--- src/rtl/spart_tx_fifo.sv ---
// Byte FIFO feeding the RS232 transmitter: host writes at any rate, one byte issued per frame
// via a registered en_tx pulse when tbr is high (write-to-en_tx latency 2 cycles); full drops writes.
module spart_tx_fifo #(
  parameter int DEPTH = 8,
  parameter int AW    = 3
) (
  input  logic          clk,
  input  logic          rst,
  input  logic          wr_en,
  input  logic [7:0]    wr_data,
  input  logic          flush,
  input  logic          clr_err,
  input  logic          tbr,
  output logic [7:0]    tx_data,
  output logic          en_tx,
  output logic          full,
  output logic          empty,
  output logic [AW:0]   count,
  output logic          ovf_err
);

  localparam logic [AW:0] FULL_CNT = (AW + 1)'(DEPTH);

  logic [7:0]  mem_q [DEPTH];
  logic [7:0]  mem_d [DEPTH];
  logic [AW-1:0] wr_ptr_q, wr_ptr_d;
  logic [AW-1:0] rd_ptr_q, rd_ptr_d;
  logic [AW:0]   count_q, count_d;
  logic          en_tx_q, en_tx_d;
  logic [7:0]    tx_data_q, tx_data_d;
  logic          ovf_err_q, ovf_err_d;

  logic wrote;
  logic issue;

  assign full    = (count_q == FULL_CNT);
  assign empty   = (count_q == '0);
  assign count   = count_q;
  assign en_tx   = en_tx_q;
  assign tx_data = tx_data_q;
  assign ovf_err = ovf_err_q;

  // The en_tx_q term forces a gap cycle so the transmitter can drop tbr.
  assign issue = tbr && !empty && !en_tx_q && !flush;
  assign wrote = wr_en && !full && !flush;

  always_comb begin
    mem_d = mem_q;
    if (wrote) begin
      mem_d[wr_ptr_q] = wr_data;
    end
  end

  always_comb begin
    wr_ptr_d  = wr_ptr_q;
    rd_ptr_d  = rd_ptr_q;
    count_d   = count_q;
    en_tx_d   = 1'b0;
    tx_data_d = tx_data_q;
    ovf_err_d = ovf_err_q;

    if (flush) begin
      wr_ptr_d = '0;
      rd_ptr_d = '0;
      count_d  = '0;
    end else begin
      if (wrote) begin
        wr_ptr_d = wr_ptr_q + AW'(1);
      end
      if (issue) begin
        rd_ptr_d  = rd_ptr_q + AW'(1);
        tx_data_d = mem_q[rd_ptr_q];
        en_tx_d   = 1'b1;
      end
      unique case ({wrote, issue})
        2'b10:   count_d = count_q + (AW + 1)'(1);
        2'b01:   count_d = count_q - (AW + 1)'(1);
        default: count_d = count_q;
      endcase
    end

    // A dropped write outranks a same-cycle clear.
    if (wr_en && full && !flush) begin
      ovf_err_d = 1'b1;
    end else if (clr_err) begin
      ovf_err_d = 1'b0;
    end
  end

  always_ff @(posedge clk) begin
    mem_q <= mem_d;
  end

  always_ff @(posedge clk or posedge rst) begin
    if (rst) begin
      wr_ptr_q  <= '0;
      rd_ptr_q  <= '0;
      count_q   <= '0;
      en_tx_q   <= 1'b0;
      tx_data_q <= 8'h00;
      ovf_err_q <= 1'b0;
    end else begin
      wr_ptr_q  <= wr_ptr_d;
      rd_ptr_q  <= rd_ptr_d;
      count_q   <= count_d;
      en_tx_q   <= en_tx_d;
      tx_data_q <= tx_data_d;
      ovf_err_q <= ovf_err_d;
    end
  end

endmodule

--- config.mk ---
export PLATFORM = sky130hd
export DESIGN_NAME = spart_tx_fifo
export DESIGN_NICKNAME = d
export VERILOG_FILES = /design/src/rtl/spart_tx_fifo.sv
export SDC_FILE = /design/constraint.sdc
export NUM_CORES = 1
export LEC_CHECK = 0
export CORE_MARGIN = 3
export CORE_UTILIZATION = 61
export DETAILED_ROUTE_END_ITERATION = 10
export HOLD_SLACK_MARGIN = 0.1
export PLACE_DENSITY_LB_ADDON = 0.1
export SLEW_MARGIN = 40
export SYNTH_ARGS = -nofsm -noshare
export SYNTH_HDL_FRONTEND = slang
export SYNTH_SLANG_ARGS = --single-unit
--- constraint.sdc ---
create_clock -name clk -period 4.04 [get_ports clk]
set_input_delay 0.606 -clock clk [delete_from_list [all_inputs] [get_ports clk]]
set_output_delay 0.606 -clock clk [all_outputs]
set_load 0.01 [all_outputs]
==> results of run 1 <==
-- area by class of cell --
class	count	area (µm²)	share of cell area
clock inverter	5	52.55	0.01273
clock buffer	10	137.6	0.03335
inverter	4	15.01	0.003639
tap	72	90.09	0.02183
timing repair buffer	40	372.9	0.09036
multi-input combinational	100	1035	0.2508
sequential	84	2424	0.5873
-- registers in the layout (all words and copies together), names as in the netlist --
| register | count |
|---|---|
| wr_ptr_q | 3 |
| count | 4 |
| en_tx | 1 |
| mem_q | 64 |
| ovf_err | 1 |
| rd_ptr_q | 3 |
| tx_data | 8 |
-- how the worst max path moves through the flow --
stage	startpoint	end	cells after the start
2_1_floorplan	count[0]	count[2]	8
3_3_place_gp	flush	mem_q[44]	5
3_5_place_dp	flush	mem_q[12]	5
4_1_cts	count[0]	full	3
5_1_grt	count[0]	full	3
6_report	count[0]	full	3
-- cell usage after synthesis --
master / n
or3_1: 1
dfrtp_1: 20
nand3_1: 6
xor2_1: 3
nor3b_1: 1
o211ai_1: 1
xnor2_2: 1
mux2_2: 15
or4_1: 1
xnor2_1: 2
nor3_1: 3
edfxtp_1: 64
or4b_1: 1
nor2b_1: 4
nand2_4: 2
mux2_4: 1
buf_6: 2
ha_1: 4
mux2_1: 2
nand2b_1: 5
mux4_1: 9
nand4_1: 2
nand2_1: 6
clkbuf_1: 3
buf_12: 1
mux2i_1: 1
nor2_2: 1
buf_2: 2
o22ai_1: 1
mux4_2: 7
a21o_1: 1
fa_1: 1
nor2_1: 13
inv_1: 4
a21oi_1: 3
and2_1: 2
-- worst max-delay path, delay by kind of cell (launching register included) --
family	cells	cell delay, ns
simple gates	1	0.73
buf+inv	2	0.72
flops	1	0.46
-- metal layers --
layer / routed length, µm / vias up / part of all wire
li1: - / 849 / -
met1: 2686 / 940 / 0.40
met2: 3567 / 50 / 0.54
met3: 258 / 16 / 0.039
met4: 151 / 0 / 0.023
met5: 0 / - / 0
-- cells by family (layout without fill, tap and decap cells) --
| family | count (synthesis) | in the layout | synth area share |
|---|---|---|---|
| buf+inv | 12 | 59 | 0.02229 |
| compound gates | 6 | 6 | 0.01026 |
| flops | 84 | 84 | 0.6851 |
| mux | 35 | 35 | 0.1727 |
| fa+ha+maj | 5 | 5 | 0.01982 |
| simple gates | 48 | 48 | 0.07290 |
| xor+xnor | 6 | 6 | 0.01699 |
-- power groups by stage --
stage,clock network (mW),registers [mW],logic [mW]
after global routing,0.615,1.15,0.674
after detailed placement,0,1.15,0.628
after global placement,0,1.14,0.607
final,0.569,1.13,0.625
after floorplan,0,1.12,0.421
after CTS,0.582,1.13,0.633
-- per-stage QoR --
stage / hold slack [ns] / util / std cells / instance area [µm²]
detailed placement: 0.5006 / 0.7062 / 300 / 3936
CTS: 0.5178 / 0.7403 / 315 / 4126
global placement: 0.4887 / 0.7059 / 300 / 3935
floorplan: 0.5454 / - / 196 / 3536
global route: 0.5419 / 0.7403 / 315 / 4126
finish: 0.5129 / 0.7403 / 315 / 4126
==> reports/results.ini, run 1 <==
[sta]
fmax_ghz = 0.3501
maxSlewViolCount = 0
worstMarginPinSlew_ns = 0.7827
rsz0062_at_grt = false
final.setup.worst_slack_ns = 1.183
finalSetupTns_ns = 0
finClkSkew_ns = 0.007353
fin_crit_sh = 0.7071
min_period_ns = 2.857
setup_viol = 0
slew_headroom = 0.4782
hold_violations = 0

[floorplanning]
core_area_um2 = 5574
start_util = 0.6343
fp.dieW_um = 82.14
rows = 27
io_pins = 30
dieHeight_um = 82.14
dieArea_um2 = 6746

[global_routing]
grtUsageMet1 = 0.2746
grt_util_met3 = 0.04555
met2_usage = 0.3667
grt_max_degree = 21
first_global_vias = 1925
grt_antenna_before_repair = 0
grtUsageTotal = 0.2200
grt-busiest-layer = met2
grt_pass1_wl_um = 10160
grt_overflow_total = 0

[power_and_ir_drop]
p_int_mw = 1.692
p_sw_uw = 631.8
netSwitchingFraction = 0.2719
p_total_mw = 2.323
clkPwrFrac = 0.245
power.density_nw_per_um2 = 563.1
seqPwrFrac = 0.486
ir_drop_mv = 0.3688
leakage_nw = 1.490
p_comb_frac = 0.269

[drt]
first_pass_iters = 4
wl_per_cell_um = 21.15
drt_iter0_markers = 116
vias = 1855
finalWirelength_um = 6663
ant_nets = 0
drc = 0
viasPerCell = 5.889

[clocking]
cts.path.max_buffers = 2
cts.htree.levels = 3
cts_tree = yes
clock-sinks = 84
postCtsSetupBuffers = 0
clkLatencyLatePin_ns = 0.34
cts_root_buf = clkbuf_8
cts_buffers = 9
path_clk_slew_ns = 0.08
cts_hold_buf = 0
cts_resized = 0

[synthesis]
syn-num-nets = 215
syn_area_per_cell_um2 = 18.04
yosysSeqAreaShare = 0.6851
synth_area_um2 = 3536
syn_inst = 196
synthTopCellsByArea = edfxtp_1 (54%), dfrtp_1 (14%), mux4_1 (6.7%), mux2_2 (4.8%), mux4_2 (4.5%)
yosys.area.top_type_share = 0.5435
ys_ff_latch = 84
ys_types = 36
synth_top_area_cell = edfxtp_1
synth_warnings = 0

[worst_setup_path]
ff2ff_path_depth = 9
crit_required_ns = 3.43
endpoint_kind = output port
worstPathArrival_ns = 2.25
critPathKind = reg -> out
reg2reg_setup_slack_ns = 1.39
slowest_stage = or4b_1
r2r_start = count[0]
critPathMaxFanout = 7
crit_path_cell_trace = or4b_1, inv_1, clkdlybuf4s50_1
timing.rr.end = count[3]
max_stage_delay_ns = 0.73
cp-start-kind = flip-flop

[run_status]
status = finished, final reports clean

[finish]
fill_cells = 347
final_cell_mix = edfxtp_1 (64), clkdlybuf4s50_1 (29), dfrtp_1 (19)
diodes = 0
syn2layout_area_growth_pct = 16.70
nets = 258
final_common_cell = edfxtp_1
layout-drive-gt1-share = 0.2263

[placed_design]
port_buffers = 29
place_ws_ns = 1.132
place_hpwl_um = 4721
globalplace.congestion = 0.8478

[min_path]
holdPathEnd = tx_data[2]
hold_depth = 1
hold_path.startpoint = tx_data[2]
min_path_type = reg -> reg

[run]
cap_violations = 0

No activity file was read; power rests on OpenSTA's default activity.
==> run 2: changes to the inputs <==
- CORE_UTILIZATION: 61 -> 51
- clock period: 4.04 -> 2.4 ns (I/O delays scaled with it)
==> run 2 against run 1 <==
  * Total power increased by 81%
  * Core utilization down 8.6 points
  * Sequential power increased by 60%
  * Combinational power rose by 94%
  * Final cell count grew 4.4%
  * Routed wire length down 3.3%
  * Design area grew 3.5%
  * Sequential share of layout area down 2.0 points
  * Clock skew rose by 0.0034 ns
  * Register-to-register slack got worse by 1.3 ns
  * First-iteration DRC count down 30%
  * Largest power group unchanged
  * Highest routed layer unchanged
==> reports/results.ini, run 2 (synthesis gave the netlist of run 1 again) <==
[clocking]
cts_hold_buf = 0  ; unchanged
cts_root_buf = clkbuf_8
clkLatencyLatePin_ns = 0.34  ; about the same
clock-sinks = 84  ; unchanged
cts_buffers = 9  ; unchanged
path_clk_slew_ns = 0.09  ; about the same
cts_tree = yes
cts.htree.levels = 3  ; unchanged
cts.path.max_buffers = 2  ; unchanged
postCtsSetupBuffers = 0  ; unchanged

[power_and_ir_drop]
p_sw_mw = 1.098  ; +74%
leakage_nw = 1.569  ; +5.3%
p_int_mw = 3.103  ; +83%
netSwitchingFraction = 0.2614  ; -0.01049
ir_drop_mv = 0.4316  ; +17%
seqPwrFrac = 0.432  ; -0.054
p_comb_frac = 0.288  ; +0.019
p_total_mw = 4.202  ; +81%
clkPwrFrac = 0.280  ; +0.035
power.density_nw_per_um2 = 983.4  ; +75%

[floorplanning]
rows = 29  ; +7.4%
core_area_um2 = 6531  ; +17%
fp.dieW_um = 89.27  ; +8.7%
start_util = 0.5414  ; -0.09296
dieHeight_um = 89.27  ; +8.7%
dieArea_um2 = 7968  ; +18%
io_pins = 30  ; unchanged

[placed_design]
place_ws_ns = 0.01258  ; -1.119 ns
port_buffers = 29  ; unchanged
globalplace.congestion = 0.8207  ; -3.2%
place_hpwl_um = 4261  ; -9.8%

[worst_setup_path]
critPathMaxFanout = 7  ; unchanged
ff2ff_path_depth = 8  ; -1
worstPathArrival_ns = 2.55  ; +0.30 ns
critPathKind = reg -> reg
crit_path_start = count[0]
cp-start-kind = flip-flop
crit_required_ns = 2.62  ; -0.81 ns
endpoint_kind = flip-flop
r2r_start = count[0]

[drt]
viasPerCell = 5.669  ; -3.7%
wl_per_cell_um = 19.58  ; -7.4%
finalWirelength_um = 6441  ; -3.3%
ant_nets = 0  ; unchanged
vias = 1865  ; +0.54%
drc = 0  ; unchanged
drt_iter0_markers = 81  ; -30%
first_pass_iters = 4  ; unchanged

[min_path]
min_path_type = in -> async

[global_routing]
grtUsageTotal = 0.1772  ; -0.04277
first_global_vias = 1848  ; -4.0%
grt_pass1_wl_um = 9825  ; -3.3%
grt_max_degree = 21  ; unchanged
grt_overflow_total = 0  ; unchanged
grt_antenna_before_repair = 0  ; unchanged

[finish]
layout-drive-gt1-share = 0.2698  ; +0.04350
final_cell_mix = edfxtp_1 (64), clkdlybuf4s50_1 (27), buf_4 (20)
nets = 267  ; +3.5%
largest_register = mem_q
final_common_cell = edfxtp_1
final_core_util = 0.6542  ; -0.08608
syn2layout_area_growth_pct = 20.84
largest_reg_flops = 64  ; unchanged
diodes = 0  ; unchanged

[sta]
maxSlewViolCount = 0  ; unchanged
fin_crit_sh = 0.9691
final.setup.worst_slack_ns = 0.07414  ; -1.109 ns
fmax_ghz = 0.4299
finalSetupTns_ns = 0  ; unchanged
worstMarginPinSlew_ns = 0.5134  ; -0.2693 ns
fin_hold_ws_ns = 0.3680  ; -0.1448 ns
hold_violations = 0  ; unchanged
setup_viol = 0  ; unchanged
min_period_ns = 2.326
slew_headroom = 0.6577  ; +0.1795
rsz0062_at_grt = false
finClkSkew_ns = 0.01078  ; +0.003425 ns

[run_status]
status = finished, final reports clean

[run]
cap_violations = 0  ; unchanged

-- run 2: worst paths after layout --
kind                                   end  slack [ns]
worst max-delay path              count[2]        0.07
worst min-delay path            tx_data[3]        0.37
worst max register to register    count[2]        0.07
worst min register to register  tx_data[5]        0.51
max in group asynchronous         count[0]        1.76
min in group clk                tx_data[5]        0.51
-- run 2: routing by layer --
layer	global-route usage	vias to the layer above	share of wire
met4	0.06495	0	0.0082
met2	0.2847	43	0.51
li1	-	866	-
met3	0.04608	6	0.038
met5	0	-	0
met1	0.2350	950	0.44
-- run 2: per-stage QoR --
step | area, µm² | cells
final | 4273 | 329
after global placement | 4014 | 314
after floorplan | 3541 | 196
after detailed placement | 4014 | 314
after global routing | 4273 | 329
after CTS | 4253 | 329
-- run 2: power by group through the flow --
stage          Sequential, mW  Combinational [mW]  Clock [mW]
2_1_floorplan            1.88               0.723           0
3_3_place_gp             1.83                1.18           0
3_5_place_dp             1.84                1.22           0
4_1_cts                  1.81                1.22        1.20
5_1_grt                  1.83                1.31        1.28
6_report                 1.81                1.21        1.18
-- run 2: layout make-up --
type | count | area (µm²)
sequential | 84 | 2424
fill | 460 | 2258
multi-input combinational | 100 | 1060
timing repair buffer | 49 | 441.7
clock buffer | 9 | 123.9
clock inverter | 6 | 112.6
tap | 77 | 96.34
inverter | 4 | 15.01
-- run 2: repair_timing --
action / 4_1_cts / 5_1_grt
setup endpoints to repair: 1 / 2
gates resized for setup: 2 / 4
pin swaps: 0 / 1
-- run 2: critical path, stage by stage, from the launching register on --
cell and delay [ns]:
dfrtp_2 0.46, or4_4 0.57, nand2_4 0.08, nor2_2 0.03, and2_2 0.21, fa_1 0.38
xnor2_1 0.16, nor2_1 0.05, mux2_1 0.27
==> run 3: changes to the inputs <==
- CORE_UTILIZATION: 51 -> 61
- SKIP_LAST_GASP: not set -> 1
- clock period: 2.4 -> 2.77 ns (I/O delays scaled with it)
==> run 3 against run 2 <==
  * Combinational power down 20%
  * Critical path depth down 4
  * Non-clock buffer count did not move
  * Hold slack better by 0.030 ns
  * Routed wire length fell by 1.7%
  * Critical path type is now reg -> out
==> reports/results.ini, run 3 (synthesis gave the netlist of run 1 again) <==
[power_and_ir_drop]
seqPwrFrac = 0.439  ; +0.007
p_comb_frac = 0.269  ; -0.019
netSwitchingFraction = 0.2548  ; -0.006602
leakage_nw = 1.570  ; about the same
p_int_mw = 2.700  ; -13%
power.density_nw_per_um2 = 851.4  ; -13%
clkPwrFrac = 0.292  ; +0.012
p_sw_uw = 923.5  ; -16%
ir_drop_mv = 0.5569  ; +29%

[worst_setup_path]
r2r_start = count[0]
endpoint_kind = output port
worstPathArrival_ns = 2.21  ; -0.34 ns
critPathMaxFanout = 7  ; unchanged
crit_required_ns = 2.35  ; -0.27 ns
max_stage_delay_ns = 0.60  ; +0.03 ns
path_buf_inv = 3  ; +3
crit_path_cell_trace = or4b_4, buf_4, inv_1, clkdlybuf4s50_1
timing.rr.end = count[3]
critPathKind = reg -> out
cp-start-kind = flip-flop
reg2reg_setup_slack_ns = 0.21  ; +0.14 ns
critical_path.top_delay_family = buffers and inverters
ff2ff_path_depth = 9  ; +1
slowest_stage = or4b_4

[global_routing]
grt_overflow_total = 0  ; unchanged
grtUsageTotal = 0.2143  ; +0.03711
grt_max_degree = 21  ; unchanged
grt_antenna_before_repair = 0  ; unchanged
grt_pass1_wl_um = 9929  ; +1.1%
first_global_vias = 1910  ; +3.4%

[run]
cap_violations = 0  ; unchanged

[clocking]
cts_tree = yes
cts.htree.levels = 3  ; unchanged
cts_buffers = 9  ; unchanged
clock-sinks = 84  ; unchanged
clkLatencyLatePin_ns = 0.34  ; about the same
cts.path.max_buffers = 2  ; unchanged
path_clk_slew_ns = 0.08  ; about the same
cts_root_buf = clkbuf_8

[placed_design]
globalplace.congestion = 0.8622  ; +5.1%
place_area_um2 = 4003  ; -0.28%
port_buffers = 29  ; unchanged
place_ws_ns = 0.1806  ; +0.1680 ns
place_hpwl_um = 4244  ; -0.39%
dp_cells = 309  ; -1.6%

[drt]
vias = 1874  ; +0.48%
ant_nets = 0  ; unchanged
drc = 0  ; unchanged
viasPerCell = 5.766  ; +1.7%
first_pass_iters = 4  ; unchanged
finalWirelength_um = 6333  ; -1.7%
wl_per_cell_um = 19.49  ; -0.47%
drt_iter0_markers = 94  ; +16%

[finish]
fin_area_um2 = 4257  ; -0.38%
fill_cells = 339  ; -26%
nets = 267  ; unchanged
layout.cells.non_filler = 325  ; -1.2%
largest_reg_flops = 64  ; unchanged
multi_input_area_um2 = 1039  ; -2.0%
final_common_cell = edfxtp_1
register_area_um2 = 2422  ; about the same
largest_register = mem_q
diodes = 0  ; unchanged
final_cell_mix = edfxtp_1 (64), clkdlybuf4s50_1 (29), dfrtp_1 (20), buf_4 (20), mux2_2 (15)
syn2layout_area_growth_pct = 20.38
layout-drive-gt1-share = 0.2530  ; -0.01688

[sta]
fin_hold_ws_ns = 0.3985  ; +0.03043 ns
fin_crit_sh = 0.9496
rsz0062_at_grt = false
worstMarginPinSlew_ns = 0.7330  ; +0.2195 ns
finalSetupTns_ns = 0  ; unchanged
fmax_ghz = 0.3802
setup_viol = 0  ; unchanged
slew_headroom = 0.5114  ; -0.1464
min_period_ns = 2.630
hold_violations = 0  ; unchanged
maxSlewViolCount = 0  ; unchanged
finClkSkew_ns = 0.007710  ; -0.003068 ns
final.setup.worst_slack_ns = 0.1397  ; +0.06551 ns

[floorplanning]
rows = 27  ; -6.9%
fp.dieW_um = 82.14  ; -8.0%
start_util = 0.6343  ; +0.09296
io_pins = 30  ; unchanged
dieHeight_um = 82.14  ; -8.0%
dieArea_um2 = 6746  ; -15%
core_area_um2 = 5574  ; -15%

[min_path]
min_path_type = in -> async

[run_status]
status = finished, final reports clean

[run 3: cell types whose count changed in the layout (fill, tap and decap cells not counted), sizes merged]
cell / delta
clkbuf: +3
clkinv: -1
dlymetal6s2s: -1
clkdlybuf4s50: +2
dlygate4sd2: -1
inv: -1
[run 3: stage by stage]
stage                     power, mW    util
after floorplan               2.245       -
after global placement        2.562  0.7181
after detailed placement      2.592  0.7181
after CTS                     3.651  0.7630
after global routing          3.801  0.7636
final                         3.624  0.7636
[run 3: repair_timing]
item | in CTS | in global routing
endpoints found under the setup margin | 0 | 1
resized for setup | 0 | 1
hold buffers | 0 | 0
buffers inserted | 0 | 0
[run 3: cell type report]
| type | count | area share |
|---|---|---|
| Clock inverter | 4 | 0.02234 |
| Timing Repair Buffer | 49 | 0.1035 |
| Clock buffer | 12 | 0.03645 |
| Tap cell | 72 | 0.02116 |
| Inverter | 4 | 0.003527 |
| Multi-Input combinational cell | 100 | 0.2440 |
| Sequential cell | 84 | 0.5691 |
[run 3: layer usage]
metal	routed length (µm)	share of wire	track usage	up-vias
met5	0	0	0	-
met4	130	0.021	0.08804	0
met3	362	0.057	0.06399	11
met2	3313	0.52	0.3465	55
met1	2526	0.40	0.2732	946
li1	-	-	-	862
[run 3: worst max-delay path by stage]
stage | startpoint | end | slack (ns) | cells past startpoint
global route | count[0] | count[3] | 0.03 | 9
global placement | tbr | count[3] | 0.26 | 10
floorplan | count[0] | count[2] | 0.31 | 8
CTS | count[0] | full | 0.07 | 4
finish | count[0] | full | 0.14 | 4
detailed placement | tbr | count[3] | 0.18 | 10
[run 3: power groups by stage]
stage               Combinational, mW  Sequential, mW  Clock (mW)
floorplan                       0.614            1.63           0
global placement                0.955            1.61           0
detailed placement              0.975            1.62           0
CTS                             0.983            1.59        1.08
global route                     1.06            1.61        1.13
finish                          0.974            1.59        1.06
[run 3: worst register-to-register path, stage by stage, from the launching register on]
cell and delay (ns):
dfrtp_1 0.47, or4_1 0.65, nand2_4 0.15, nor2_2 0.05, and2_1 0.19, ha_1 0.34
a21oi_1 0.20, nand2_1 0.11, o211ai_1 0.17, nand4_1 0.10
